`config.mk`:
```
export PLATFORM = sky130hd
export DESIGN_NAME = ibex_mult_pext_seq_flat
export DESIGN_NICKNAME = d
export VERILOG_FILES = /design/src/rtl/ibex_mult_pext_seq_if.sv /design/src/rtl/ibex_mult_pext_seq.sv /design/src/flat_wrapper.sv
export SDC_FILE = /design/constraint.sdc
export NUM_CORES = 2
export LEC_CHECK = 0
export ABC_AREA = 0
export BUFFER_PORTS_ARGS = -buffer_cell sky130_fd_sc_hd__buf_2
export CORE_UTILIZATION = 55
export CTS_BUF_LIST = sky130_fd_sc_hd__clkbuf_4 sky130_fd_sc_hd__clkbuf_8
export DETAILED_ROUTE_END_ITERATION = 10
export HOLD_SLACK_MARGIN = 0.05
export PLACE_DENSITY = 0.85
export SYNTH_ARGS = -nofsm -noshare
export SYNTH_HDL_FRONTEND = slang
export SYNTH_SLANG_ARGS = --single-unit
```
`constraint.sdc`:
```
create_clock -name clk_i -period 9.2 [get_ports clk_i]
set_clock_uncertainty 0.1 [all_clocks]
set_input_delay 1.84 -clock clk_i [delete_from_list [all_inputs] [get_ports clk_i]]
set_output_delay 1.84 -clock clk_i [all_outputs]
set_load 0.01 [all_outputs]
```
`src/rtl/ibex_mult_pext_seq_if.sv`:
```
// Request/response bundle between the EX stage and the Pext multiply sequencer.
// The EX stage drives the master side and the sequencer drives the slave side.
interface ibex_mult_pext_seq_if;
  logic        valid_i;
  logic        ready_o;
  logic        kill_i;
  logic [31:0] op_a_i;
  logic [31:0] op_b_i;
  logic [31:0] acc_i;
  logic        signed_a_i;
  logic        signed_b_i;
  logic        crossed_i;
  logic [1:0]  cycle_count_i;
  logic        accum_sub_i;
  logic        res_hi_i;
  logic        valid_o;
  logic [31:0] result_o;
  logic        busy_o;
  logic        ov_o;

  modport master (
    output valid_i, kill_i, op_a_i, op_b_i, acc_i, signed_a_i, signed_b_i,
           crossed_i, cycle_count_i, accum_sub_i, res_hi_i,
    input  ready_o, valid_o, result_o, busy_o, ov_o
  );

  modport slave (
    input  valid_i, kill_i, op_a_i, op_b_i, acc_i, signed_a_i, signed_b_i,
           crossed_i, cycle_count_i, accum_sub_i, res_hi_i,
    output ready_o, valid_o, result_o, busy_o, ov_o
  );
endinterface

```
`src/rtl/ibex_mult_pext_seq.sv`:
```
// Pext multi-cycle multiply sequencer: one 33x17 signed multiplier, 1-2 passes, optional accumulate.
// Define IBEX_PEXT_ACC_SAT_EN for signed saturating accumulate with ov_o; otherwise wrap and ov_o=0.
module ibex_mult_pext_seq #(
  parameter bit ResetAll = 1'b0
) (
  input logic                  clk_i,
  input logic                  rst_ni,
  ibex_mult_pext_seq_if.slave  bus
);

  typedef enum logic [2:0] {S_IDLE, S_P0, S_P1, S_ACC, S_DONE} state_e;

  state_e r_state, w_state_next;
  logic   w_accept;

  logic [1:0]         r_cc;
  logic               r_sub, r_hi, r_crossed, r_sb;
  logic signed [32:0] r_a;
  logic [31:0]        r_b, r_acc, r_word, r_result;
  logic signed [63:0] r_p0;

  logic [15:0]        w_half;
  logic signed [16:0] w_bh;
  logic signed [49:0] w_prod;
  logic signed [63:0] w_prod64, w_sum64;
  logic [31:0]        w_word, w_acc_res;

`ifdef IBEX_PEXT_ACC_SAT_EN
  logic r_ov, w_acc_ov;

  // Returns {saturated, value} for signed acc +/- word clamped to the 32-bit range.
  function automatic logic [32:0] sat_acc(input logic [31:0] acc, input logic [31:0] word,
                                          input logic sub);
    logic signed [32:0] s;
    s = sub ? ($signed({acc[31], acc}) - $signed({word[31], word}))
            : ($signed({acc[31], acc}) + $signed({word[31], word}));
    if (s[32] != s[31]) sat_acc = {1'b1, (s[32] ? 32'h8000_0000 : 32'h7FFF_FFFF)};
    else                sat_acc = {1'b0, s[31:0]};
  endfunction

  assign {w_acc_ov, w_acc_res} = sat_acc(r_acc, r_word, r_sub);
  assign bus.ov_o = (r_state == S_DONE) && r_ov;
`else
  function automatic logic [31:0] wrap_acc(input logic [31:0] acc, input logic [31:0] word,
                                           input logic sub);
    wrap_acc = sub ? (acc - word) : (acc + word);
  endfunction

  assign w_acc_res = wrap_acc(r_acc, r_word, r_sub);
  assign bus.ov_o  = 1'b0;
`endif

  assign bus.ready_o  = ((r_state == S_IDLE) || (r_state == S_DONE)) && !bus.kill_i;
  assign w_accept     = bus.valid_i && bus.ready_o;
  assign bus.valid_o  = (r_state == S_DONE);
  assign bus.busy_o   = (r_state == S_P0) || (r_state == S_P1) || (r_state == S_ACC);
  assign bus.result_o = r_result;

  always_comb begin
    w_state_next = r_state;
    case (r_state)
      S_IDLE:  if (w_accept) w_state_next = S_P0;
      S_P0:    w_state_next = r_cc[0] ? S_P1 : (r_cc[1] ? S_ACC : S_DONE);
      S_P1:    w_state_next = r_cc[1] ? S_ACC : S_DONE;
      S_ACC:   w_state_next = S_DONE;
      S_DONE:  w_state_next = w_accept ? S_P0 : S_IDLE;
      default: w_state_next = S_IDLE;
    endcase
    if (bus.kill_i) w_state_next = S_IDLE;
  end

  // Two-pass P0 uses the low half as an unsigned digit; the high half carries B's sign.
  always_comb begin
    w_half = ((r_state == S_P1) || (!r_cc[0] && r_crossed)) ? r_b[31:16] : r_b[15:0];
    w_bh   = (r_cc[0] && (r_state != S_P1)) ? {1'b0, w_half} : {r_sb & w_half[15], w_half};
  end

  assign w_prod   = 50'(r_a) * 50'(w_bh);
  assign w_prod64 = {{14{w_prod[49]}}, w_prod};
  assign w_sum64  = r_p0 + (w_prod64 << 16);

  always_comb begin
    if (r_state == S_P1) w_word = r_hi ? w_sum64[63:32] : w_sum64[31:0];
    else                 w_word = r_hi ? w_prod64[47:16] : w_prod64[31:0];
  end

  // Control state and the architecturally visible result are always reset.
  always_ff @(posedge clk_i or negedge rst_ni) begin
    if (!rst_ni) begin
      r_state   <= S_IDLE;
      r_result  <= '0;
      r_cc      <= '0;
      r_sub     <= 1'b0;
      r_hi      <= 1'b0;
      r_crossed <= 1'b0;
      r_sb      <= 1'b0;
`ifdef IBEX_PEXT_ACC_SAT_EN
      r_ov      <= 1'b0;
`endif
    end else begin
      r_state <= w_state_next;
      if (w_accept) begin
        r_cc      <= bus.cycle_count_i;
        r_sub     <= bus.accum_sub_i;
        r_hi      <= bus.res_hi_i;
        r_crossed <= bus.crossed_i;
        r_sb      <= bus.signed_b_i;
      end
      if ((w_state_next == S_DONE) && (r_state != S_DONE)) begin
        r_result <= (r_state == S_ACC) ? w_acc_res : w_word;
`ifdef IBEX_PEXT_ACC_SAT_EN
        r_ov     <= (r_state == S_ACC) && w_acc_ov;
`endif
      end
    end
  end

  // Operand and partial-product registers; reset only when ResetAll is set.
  always_ff @(posedge clk_i or negedge rst_ni) begin
    if (!rst_ni) begin
      if (ResetAll) begin
        r_a    <= '0;
        r_b    <= '0;
        r_acc  <= '0;
        r_p0   <= '0;
        r_word <= '0;
      end
    end else begin
      if (w_accept) begin
        r_a   <= {bus.signed_a_i & bus.op_a_i[31], bus.op_a_i};
        r_b   <= bus.op_b_i;
        r_acc <= bus.acc_i;
      end
      if (r_state == S_P0) r_p0 <= w_prod64;
      if (((r_state == S_P0) || (r_state == S_P1)) && (w_state_next == S_ACC))
        r_word <= w_word;
    end
  end

endmodule

```
`src/flat_wrapper.sv`:
```
// flat-port wrapper written by rule: the top's interface ports become plain ports
module ibex_mult_pext_seq_flat 
#(
  parameter bit ResetAll = 1'b0
)
  (clk_i, rst_ni, bus_valid_i, bus_kill_i, bus_op_a_i, bus_op_b_i, bus_acc_i, bus_signed_a_i, bus_signed_b_i, bus_crossed_i, bus_cycle_count_i, bus_accum_sub_i, bus_res_hi_i, bus_ready_o, bus_valid_o, bus_result_o, bus_busy_o, bus_ov_o);
  ibex_mult_pext_seq_if bus_i ();
  input logic clk_i;
  input logic rst_ni;
  input wire logic [$bits(bus_i.valid_i)-1:0] bus_valid_i;
  input wire logic [$bits(bus_i.kill_i)-1:0] bus_kill_i;
  input wire logic [$bits(bus_i.op_a_i)-1:0] bus_op_a_i;
  input wire logic [$bits(bus_i.op_b_i)-1:0] bus_op_b_i;
  input wire logic [$bits(bus_i.acc_i)-1:0] bus_acc_i;
  input wire logic [$bits(bus_i.signed_a_i)-1:0] bus_signed_a_i;
  input wire logic [$bits(bus_i.signed_b_i)-1:0] bus_signed_b_i;
  input wire logic [$bits(bus_i.crossed_i)-1:0] bus_crossed_i;
  input wire logic [$bits(bus_i.cycle_count_i)-1:0] bus_cycle_count_i;
  input wire logic [$bits(bus_i.accum_sub_i)-1:0] bus_accum_sub_i;
  input wire logic [$bits(bus_i.res_hi_i)-1:0] bus_res_hi_i;
  output wire logic [$bits(bus_i.ready_o)-1:0] bus_ready_o;
  output wire logic [$bits(bus_i.valid_o)-1:0] bus_valid_o;
  output wire logic [$bits(bus_i.result_o)-1:0] bus_result_o;
  output wire logic [$bits(bus_i.busy_o)-1:0] bus_busy_o;
  output wire logic [$bits(bus_i.ov_o)-1:0] bus_ov_o;
  assign bus_i.valid_i = bus_valid_i;
  assign bus_i.kill_i = bus_kill_i;
  assign bus_i.op_a_i = bus_op_a_i;
  assign bus_i.op_b_i = bus_op_b_i;
  assign bus_i.acc_i = bus_acc_i;
  assign bus_i.signed_a_i = bus_signed_a_i;
  assign bus_i.signed_b_i = bus_signed_b_i;
  assign bus_i.crossed_i = bus_crossed_i;
  assign bus_i.cycle_count_i = bus_cycle_count_i;
  assign bus_i.accum_sub_i = bus_accum_sub_i;
  assign bus_i.res_hi_i = bus_res_hi_i;
  assign bus_ready_o = bus_i.ready_o;
  assign bus_valid_o = bus_i.valid_o;
  assign bus_result_o = bus_i.result_o;
  assign bus_busy_o = bus_i.busy_o;
  assign bus_ov_o = bus_i.ov_o;
  ibex_mult_pext_seq #(.ResetAll(ResetAll)) u_core (.clk_i(clk_i), .rst_ni(rst_ni), .bus(bus_i));
endmodule
```
# == Word-level counts from Yosys, hierarchy flattened ==
# Index checks and enable logic that the tools add are counted.
# classes
n_mul,1
n_shift,0
n_div,0
bitwise,2
magnitude_cmp,0
mux,13
n_eq_ne,8
n_reduce_logical,16
add_sub_neg,3
# ops
op,count
32-bit two-way mux,5
50-bit by 64-bit adder with 64-bit output,1
33-bit by 17-bit multiplier with 50-bit output,1
32-bit adder,1
32-bit subtractor,1
17-bit two-way mux,1
16-bit two-way mux,1
3-bit case mux with 5 select lines,1
3-bit two-way mux,4
"3-bit by 2-bit equality test with 1-bit output, second input constant",3
"3-bit equality test, second input constant",2
1-bit logical AND,6
2-bit AND reduction,3
1-bit logical OR,4
"3-bit by 1-bit equality test with 1-bit output, second input constant",1
3-bit logical NOT,1
"3-bit by 2-bit != test with 1-bit output, second input constant",1
"3-bit != test, second input constant",1
1-bit bitwise AND,2
1-bit logical NOT,2
1-bit two-way mux,1
# word_totals
register_bits,220
output_inout_bits,36
rom_bits,0
n_memories,0
input_bits,107
latchBits,0
wordCells,55
mem_bits_rw,0

# == Depth between registers and ports, before layout ==
# depth
ltp_word,11
ltp_mapped,42
mapped_depth_nobuf,38

# == Worst setup path after synthesis ==
# Ideal clock, no wire load.
# synth_path
path_type,reg2reg
from,register u_core.r_state[0]
to,register u_core.r_result[31] (netlist: u_core.bus.result_o[31])
t_required_ps,8996
period_less_slack_ps,9661
n_path_buf,4
setup_time_ps,104
path_stages_with_launch,38
slack_ps,-461
t_arrival_ps,9458
cell_sequence,dfrtp_1 -> nor2_1 -> and2_1 -> clkbuf_1 -> a21oi_1 -> buf_2 -> mux2_2 -> clkbuf_1 -> nand2_1 -> fa_1 -> inv_1 -> fa_1 -> inv_1 -> fa_1 -> fa_1 -> inv_1 -> fa_1 -> fa_1 -> (+2 left out) -> o32a_2 -> or3_4 -> and2_4 -> o21bai_2 -> a221oi_2 -> xnor2_1 -> ha_1 -> buf_2 -> a21oi_1 -> o21a_1 -> nor3b_1 -> or4b_1 -> o211ai_2 -> a211oi_1 -> a2111oi_2 -> and3_1 -> nor4_1 -> o41ai_2
# synth_between
elab_chain_len,10
elab_cells_between_ends,27
classes_between,add/sub (1); mul (1); eq/ne (7); mux (10); bitwise (1); reduce/logical (7)
# synth_lines
item,line,rtl
from (decl),ibex_mult_pext_seq.sv:13,"state_e r_state, w_state_next;"
from (signal assigned),ibex_mult_pext_seq.sv:101,r_state <= w_state_next;
3-bit by 2-bit equality test with 1-bit output,ibex_mult_pext_seq.sv:74,w_half = ((r_state == S_P1) || (!r_cc[0] && r_crossed)) ? r_b[31:16] : r_b[15:0];
1-bit logical OR,ibex_mult_pext_seq.sv:74,
16-bit two-way mux,ibex_mult_pext_seq.sv:74,
1-bit bitwise AND,ibex_mult_pext_seq.sv:75,"w_bh = (r_cc[0] && (r_state != S_P1)) ? {1'b0, w_half} : {r_sb & w_half[15], w_half};"
17-bit two-way mux (*),ibex_mult_pext_seq.sv:75,
33-bit by 17-bit multiplier with 50-bit output (*),ibex_mult_pext_seq.sv:78,assign w_prod = 50'(r_a) * 50'(w_bh);
via u_core.w_prod[28],ibex_mult_pext_seq.sv:24,logic signed [49:0] w_prod;
50-bit by 64-bit adder with 64-bit output (*),ibex_mult_pext_seq.sv:80,assign w_sum64 = r_p0 + (w_prod64 << 16);
32-bit two-way mux (*) (2 in a row),ibex_mult_pext_seq.sv:83,if (r_state == S_P1) w_word = r_hi ? w_sum64[63:32] : w_sum64[31:0];
32-bit two-way mux (*),ibex_mult_pext_seq.sv:110,r_result <= (r_state == S_ACC) ? w_acc_res : w_word;
to (signal assigned),ibex_mult_pext_seq.sv:110,
to (decl),ibex_mult_pext_seq.sv:19,"logic [31:0] r_b, r_acc, r_word, r_result;"
# Mark *: on every way through the listed nets, which the timed path passes. The rest lies on a longest branch.
# A chain may end at the register's enable or synchronous reset.

# == Worst setup path after layout ==
# layout_path
from,register u_core.r_state[2]
to,register u_core.r_result[31] (netlist: u_core.bus.result_o[31])
# Same word-level chain as after synthesis.

==> results.txt <==
The area fraction in compound gates after synthesis is 10.86%. The number of slew-limit violations in the final report was 0. In the final design database the tool counted 4637 nets.

The setup violation total in the final timing report came out at 15. The synthesized netlist occupies a cell area of 32710 sq um. sky130_fd_sc_hd__fa_1 takes more of the synthesized area than any other cell. The effective utilization at floorplan came out at 55.53%. In the synthesized netlist the dominant register cell turns out to be sky130_fd_sc_hd__edfxtp_1. The starting DRC count in detailed routing came out at 2264. Once detail routing completed, the nets flagged for antenna violations numbered 0.

Clock-pin slew was measured on the worst setup and hold paths at 0.07 ns. The gate count of the mapped netlist came out at 3421. The arrival time reported for the critical path endpoint is 9.99 ns. The fraction of synthesized cell area in xor and xnor cells is 3.749%. The per-cell routed wire length is 19.88 um.

The checks that failed: setup timing. Setup repair after global routing could not meet its margin everywhere. The proportion of synthesized flip-flops having asynchronous set or reset is 18.64%. The required time at the endpoint of the critical path came out at 9.63 ns.

For this run, the number of Yosys warnings is 0. The initial antenna violation count came to 1. The detailed-route DRC error count came out at 0. Summing the areas of all and, or, nand and nor instances in the mapped netlist gives 14.72% of the synthesized area. The core area came out at 58910 sq um. The startpoint identified for the worst register-to-register timing path is u_core.r_state[2]. The number of buffers inserted during clock tree synthesis is 42. The routed wire length came out at 91490 um.

The count of final hold-check violations was 0. The number of distinct library cells after synthesis came out at 92. The number of global-route vias before repair is 27790.

The cell sitting at the root of the clock tree is a sky130_fd_sc_hd__clkbuf_8. Counting cells, the worst reg-to-reg path comes to 38. The biggest fanout along the worst timing path is 6.

The synthesized netlist net count is 4263. The worst setup path is launched from a flip-flop. The worst pin sits at a relative slew slack of 32.21%.

The reg-to-reg setup timing slack came out at -0.35 ns. The sort of element at the end of the critical path is a flip-flop. The clock passes through at most 3 buffers. After synthesis, the share of cell area in mux cells is 1.936%. The portion of the post-synthesis area used by sequential elements came out at 19.57%. The worst hold path class is reg -> reg. Counting tap cells, the placed design contains a total of 4489 instances.

The remaining global-route overflow is 0. The largest single stage delay on the critical path is 0.55 ns. The clock insertion delay at the later pin of the skew report is 0.67 ns.

The final period utilization came out at 103.9%. The library cell contributing the largest single delay on the critical path is sky130_fd_sc_hd__fa_2. The HPWL after detailed placement is 70930 um. In this run the worst setup path terminates at u_core.bus.result_o[31]. Ranked by total cell area, the synthesized netlist is headed by sky130_fd_sc_hd__fa_1 33%, sky130_fd_sc_hd__edfxtp_1 16%, sky130_fd_sc_hd__ha_1 7.5%, sky130_fd_sc_hd__inv_1 7.1%, sky130_fd_sc_hd__nand2_1 4.8%. Entering global routing, the biggest net connects 65 pins.

The post-place setup slack is -0.3653 ns. The overall track demand over capacity in global routing came out at 29.46%. The first global-routing pass estimated 140200 um of wire. The ratio of routed vias to standard cells is 5.767. The overall die height is 245.9 um. The overall die area is 60450 sq um. The dominant combinational cell family by area after synthesis is adder cells. TritonCTS built the clock tree. The synthesized area divided by synthesized cell count came out at 9.561 sq um.

The clock period minus worst slack is 9.554 ns. The number of flops mapped to enable cells by yosys is 179. The cell repeated most along the worst path is sky130_fd_sc_hd__fa_1. The upper clock frequency limit is 104.7 MHz. The minimum setup slack in the final design came out at -0.3544 ns. In this run the worst setup path begins at u_core.r_state[2]. The filler cell count in the final layout is 4314. The number of stages on the worst hold path is 2. The max-cap check violation count is 0. The H-tree generated during clock tree synthesis spans 2 levels. The congestion estimate from routability-driven global placement came to 0.9919. The first detailed-routing pass ran for 6 iterations. The class of the most critical setup path is reg -> reg. The post-route non-filler standard cell count is 4602. In this run the most critical hold path is launched from u_core.bus.result_o[5]. The flip-flop and latch count after synthesis is 220. The total I/O pin count is 143. The flow ran to the end, but the final reports show violations. The number of I/O port buffers came out at 141. For the final routed database, the setup TNS stands at -2.687 ns. The slew of the pin with the lowest slew margin is 1.010 ns. From synthesis to final layout, the design area changed by 17.33%.

For this block, the via count after detailed routing is 26540. The area of all sequential standard cells is 6401 sq um. The share of the synthesized area in the top cell type is 32.93%. The arithmetic-cell share of the synthesized area counting full adders, half adders and majority gates came out at 40.46%. The die width came out at 245.9 um. In the final layout, the multi-input gates occupy 24470 sq um.

The site row count is 89. The share of post-route cells with drive strength above 1 came out at 19.54%. The number of sinks handled by clock tree synthesis came out at 220.

The endpoint identified for the worst register-to-register timing path is u_core.bus.result_o[31].
[flip-flops by register name, indices dropped and copies added, names as in the netlist]
register	cells
u_core.r_acc	32
u_core.r_sb	1
u_core.r_a	33
u_core.r_hi	1
u_core.r_b	32
u_core.r_sub	1
u_core.r_state	3
u_core.r_crossed	1
u_core.bus.result_o	32
u_core.r_cc	2
u_core.r_word	32
u_core.r_p0	50
[final cells by class]
type | count | area share [%]
clock buffers | 51 | 1.682
diodes | 1 | 0.006521
inverters | 618 | 6.045
flip-flops and latches | 220 | 16.68
clock inverters | 26 | 0.5901
repair buffers | 464 | 8.715
multi-input cells | 2449 | 63.76
well taps | 773 | 2.520
[worst min-delay path by stage]
| stage | to | slack (ns) |
|---|---|---|
| final | u_core.bus.result_o[5] | 0.38 |
| after global routing | u_core.bus.result_o[31] | 0.41 |
| after CTS | u_core.bus.result_o[31] | 0.37 |
| after detailed placement | u_core.bus.result_o[31] | 0.36 |
| after global placement | u_core.bus.result_o[15] | 0.35 |
| after floorplan | u_core.r_sb | 0.38 |
[cell usage after synthesis (5+ instances only)]
cell	n
sky130_fd_sc_hd__a22o_1	9
sky130_fd_sc_hd__and3_1	21
sky130_fd_sc_hd__a21oi_1	166
sky130_fd_sc_hd__o21bai_1	18
sky130_fd_sc_hd__o21a_1	19
sky130_fd_sc_hd__a22oi_1	9
sky130_fd_sc_hd__a31oi_1	24
sky130_fd_sc_hd__or2_2	14
sky130_fd_sc_hd__nor3_1	36
sky130_fd_sc_hd__nand4_1	16
sky130_fd_sc_hd__nor4_1	5
sky130_fd_sc_hd__fa_1	538
sky130_fd_sc_hd__nand2b_1	13
sky130_fd_sc_hd__mux2_2	22
sky130_fd_sc_hd__inv_1	618
sky130_fd_sc_hd__xnor2_1	106
sky130_fd_sc_hd__nand3_1	27
sky130_fd_sc_hd__nor2b_1	77
sky130_fd_sc_hd__mux4_2	13
sky130_fd_sc_hd__o21ai_1	16
sky130_fd_sc_hd__ha_1	197
sky130_fd_sc_hd__clkbuf_1	130
sky130_fd_sc_hd__and2_1	193
sky130_fd_sc_hd__a211oi_1	32
sky130_fd_sc_hd__xor2_1	34
sky130_fd_sc_hd__a21o_1	66
sky130_fd_sc_hd__dfrtp_1	41
sky130_fd_sc_hd__mux2i_1	7
sky130_fd_sc_hd__or3_1	14
sky130_fd_sc_hd__and4_1	5
sky130_fd_sc_hd__o211ai_1	17
sky130_fd_sc_hd__nand2_1	414
sky130_fd_sc_hd__a311oi_1	5
sky130_fd_sc_hd__nor2_1	137
sky130_fd_sc_hd__o31ai_1	9
sky130_fd_sc_hd__a211o_1	9
sky130_fd_sc_hd__o21ai_0	66
sky130_fd_sc_hd__a221o_1	8
sky130_fd_sc_hd__edfxtp_1	179
[placed cells by master, fill, tap and decap left out, types with 12 or more instances in the layout]
cell and instances:
sky130_fd_sc_hd__a21oi_2 31, sky130_fd_sc_hd__edfxtp_1 179, sky130_fd_sc_hd__and3_1 19, sky130_fd_sc_hd__nand4_1 16, sky130_fd_sc_hd__buf_4 301, sky130_fd_sc_hd__a21oi_1 130
sky130_fd_sc_hd__clkbuf_8 42, sky130_fd_sc_hd__o21ai_0 54, sky130_fd_sc_hd__ha_4 15, sky130_fd_sc_hd__dfrtp_1 41, sky130_fd_sc_hd__o211ai_1 17, sky130_fd_sc_hd__nor3_1 33
sky130_fd_sc_hd__xnor2_1 94, sky130_fd_sc_hd__mux2_4 16, sky130_fd_sc_hd__mux4_2 13, sky130_fd_sc_hd__or2_2 12, sky130_fd_sc_hd__nand2b_1 13, sky130_fd_sc_hd__nand3_1 27
sky130_fd_sc_hd__a211oi_1 25, sky130_fd_sc_hd__fa_1 532, sky130_fd_sc_hd__nand2_1 406, sky130_fd_sc_hd__or3_1 14, sky130_fd_sc_hd__o21bai_1 17, sky130_fd_sc_hd__buf_2 141
sky130_fd_sc_hd__and2_1 189, sky130_fd_sc_hd__inv_1 615, sky130_fd_sc_hd__ha_1 180, sky130_fd_sc_hd__nor2_1 132, sky130_fd_sc_hd__nor2b_1 77, sky130_fd_sc_hd__o21ai_1 22
sky130_fd_sc_hd__xor2_1 30, sky130_fd_sc_hd__a21o_1 66, sky130_fd_sc_hd__o21a_1 19, sky130_fd_sc_hd__a31oi_1 18
[metrics by stage]
stage / area [sq um] / hold WS, ns / util, %
final: 38380 / 0.3803 / 65.15
after global routing: 38380 / 0.4086 / 65.15
after CTS: 37260 / 0.3738 / 63.25
after detailed placement: 36200 / 0.3594 / 61.45
after global placement: 36200 / 0.3471 / 61.45
after floorplan: 32770 / 0.3810 / -
[kinds of logic after synthesis]
family                     count (synthesis)
AOI/OAI and AO/OA                        533
xor gates and xnor gates                 140
adders and majority gates                735
buffers and inverters                    755
DFF                                      220
muxes                                     44
other                                      1
and+or+nand+nor                          993
[what timing repair did]
action,CTS,global route
gates resized for setup,37,164
buffers inserted,1,30
cloned,0,6
endpoints found under the setup margin,20,42
hold endpoints to repair,0,0
hold buffers,0,0
pin swaps,4,51
[worst max-delay path: cells and delay by family, from the launching register on]
kind | cells | cell delay [ns]
compound gates | 10 | 1.79
mux | 1 | 0.33
fa+ha+maj | 8 | 3.54
flops | 1 | 0.40
xor+xnor | 1 | 0.23
simple gates | 12 | 2.30
buf+inv | 6 | 0.76
[metal layers]
layer	track usage, %	vias up	wire length, um
li1	-	11730	-
met1	36.97	12960	34830
met2	50.33	1484	43110
met3	4.627	358	8508
met4	12.79	2	5022
met5	0	-	14
Power is left out: the tool's default activity adds up to more than one toggle a clock period on the data nets, which glitch-free logic cannot reach.
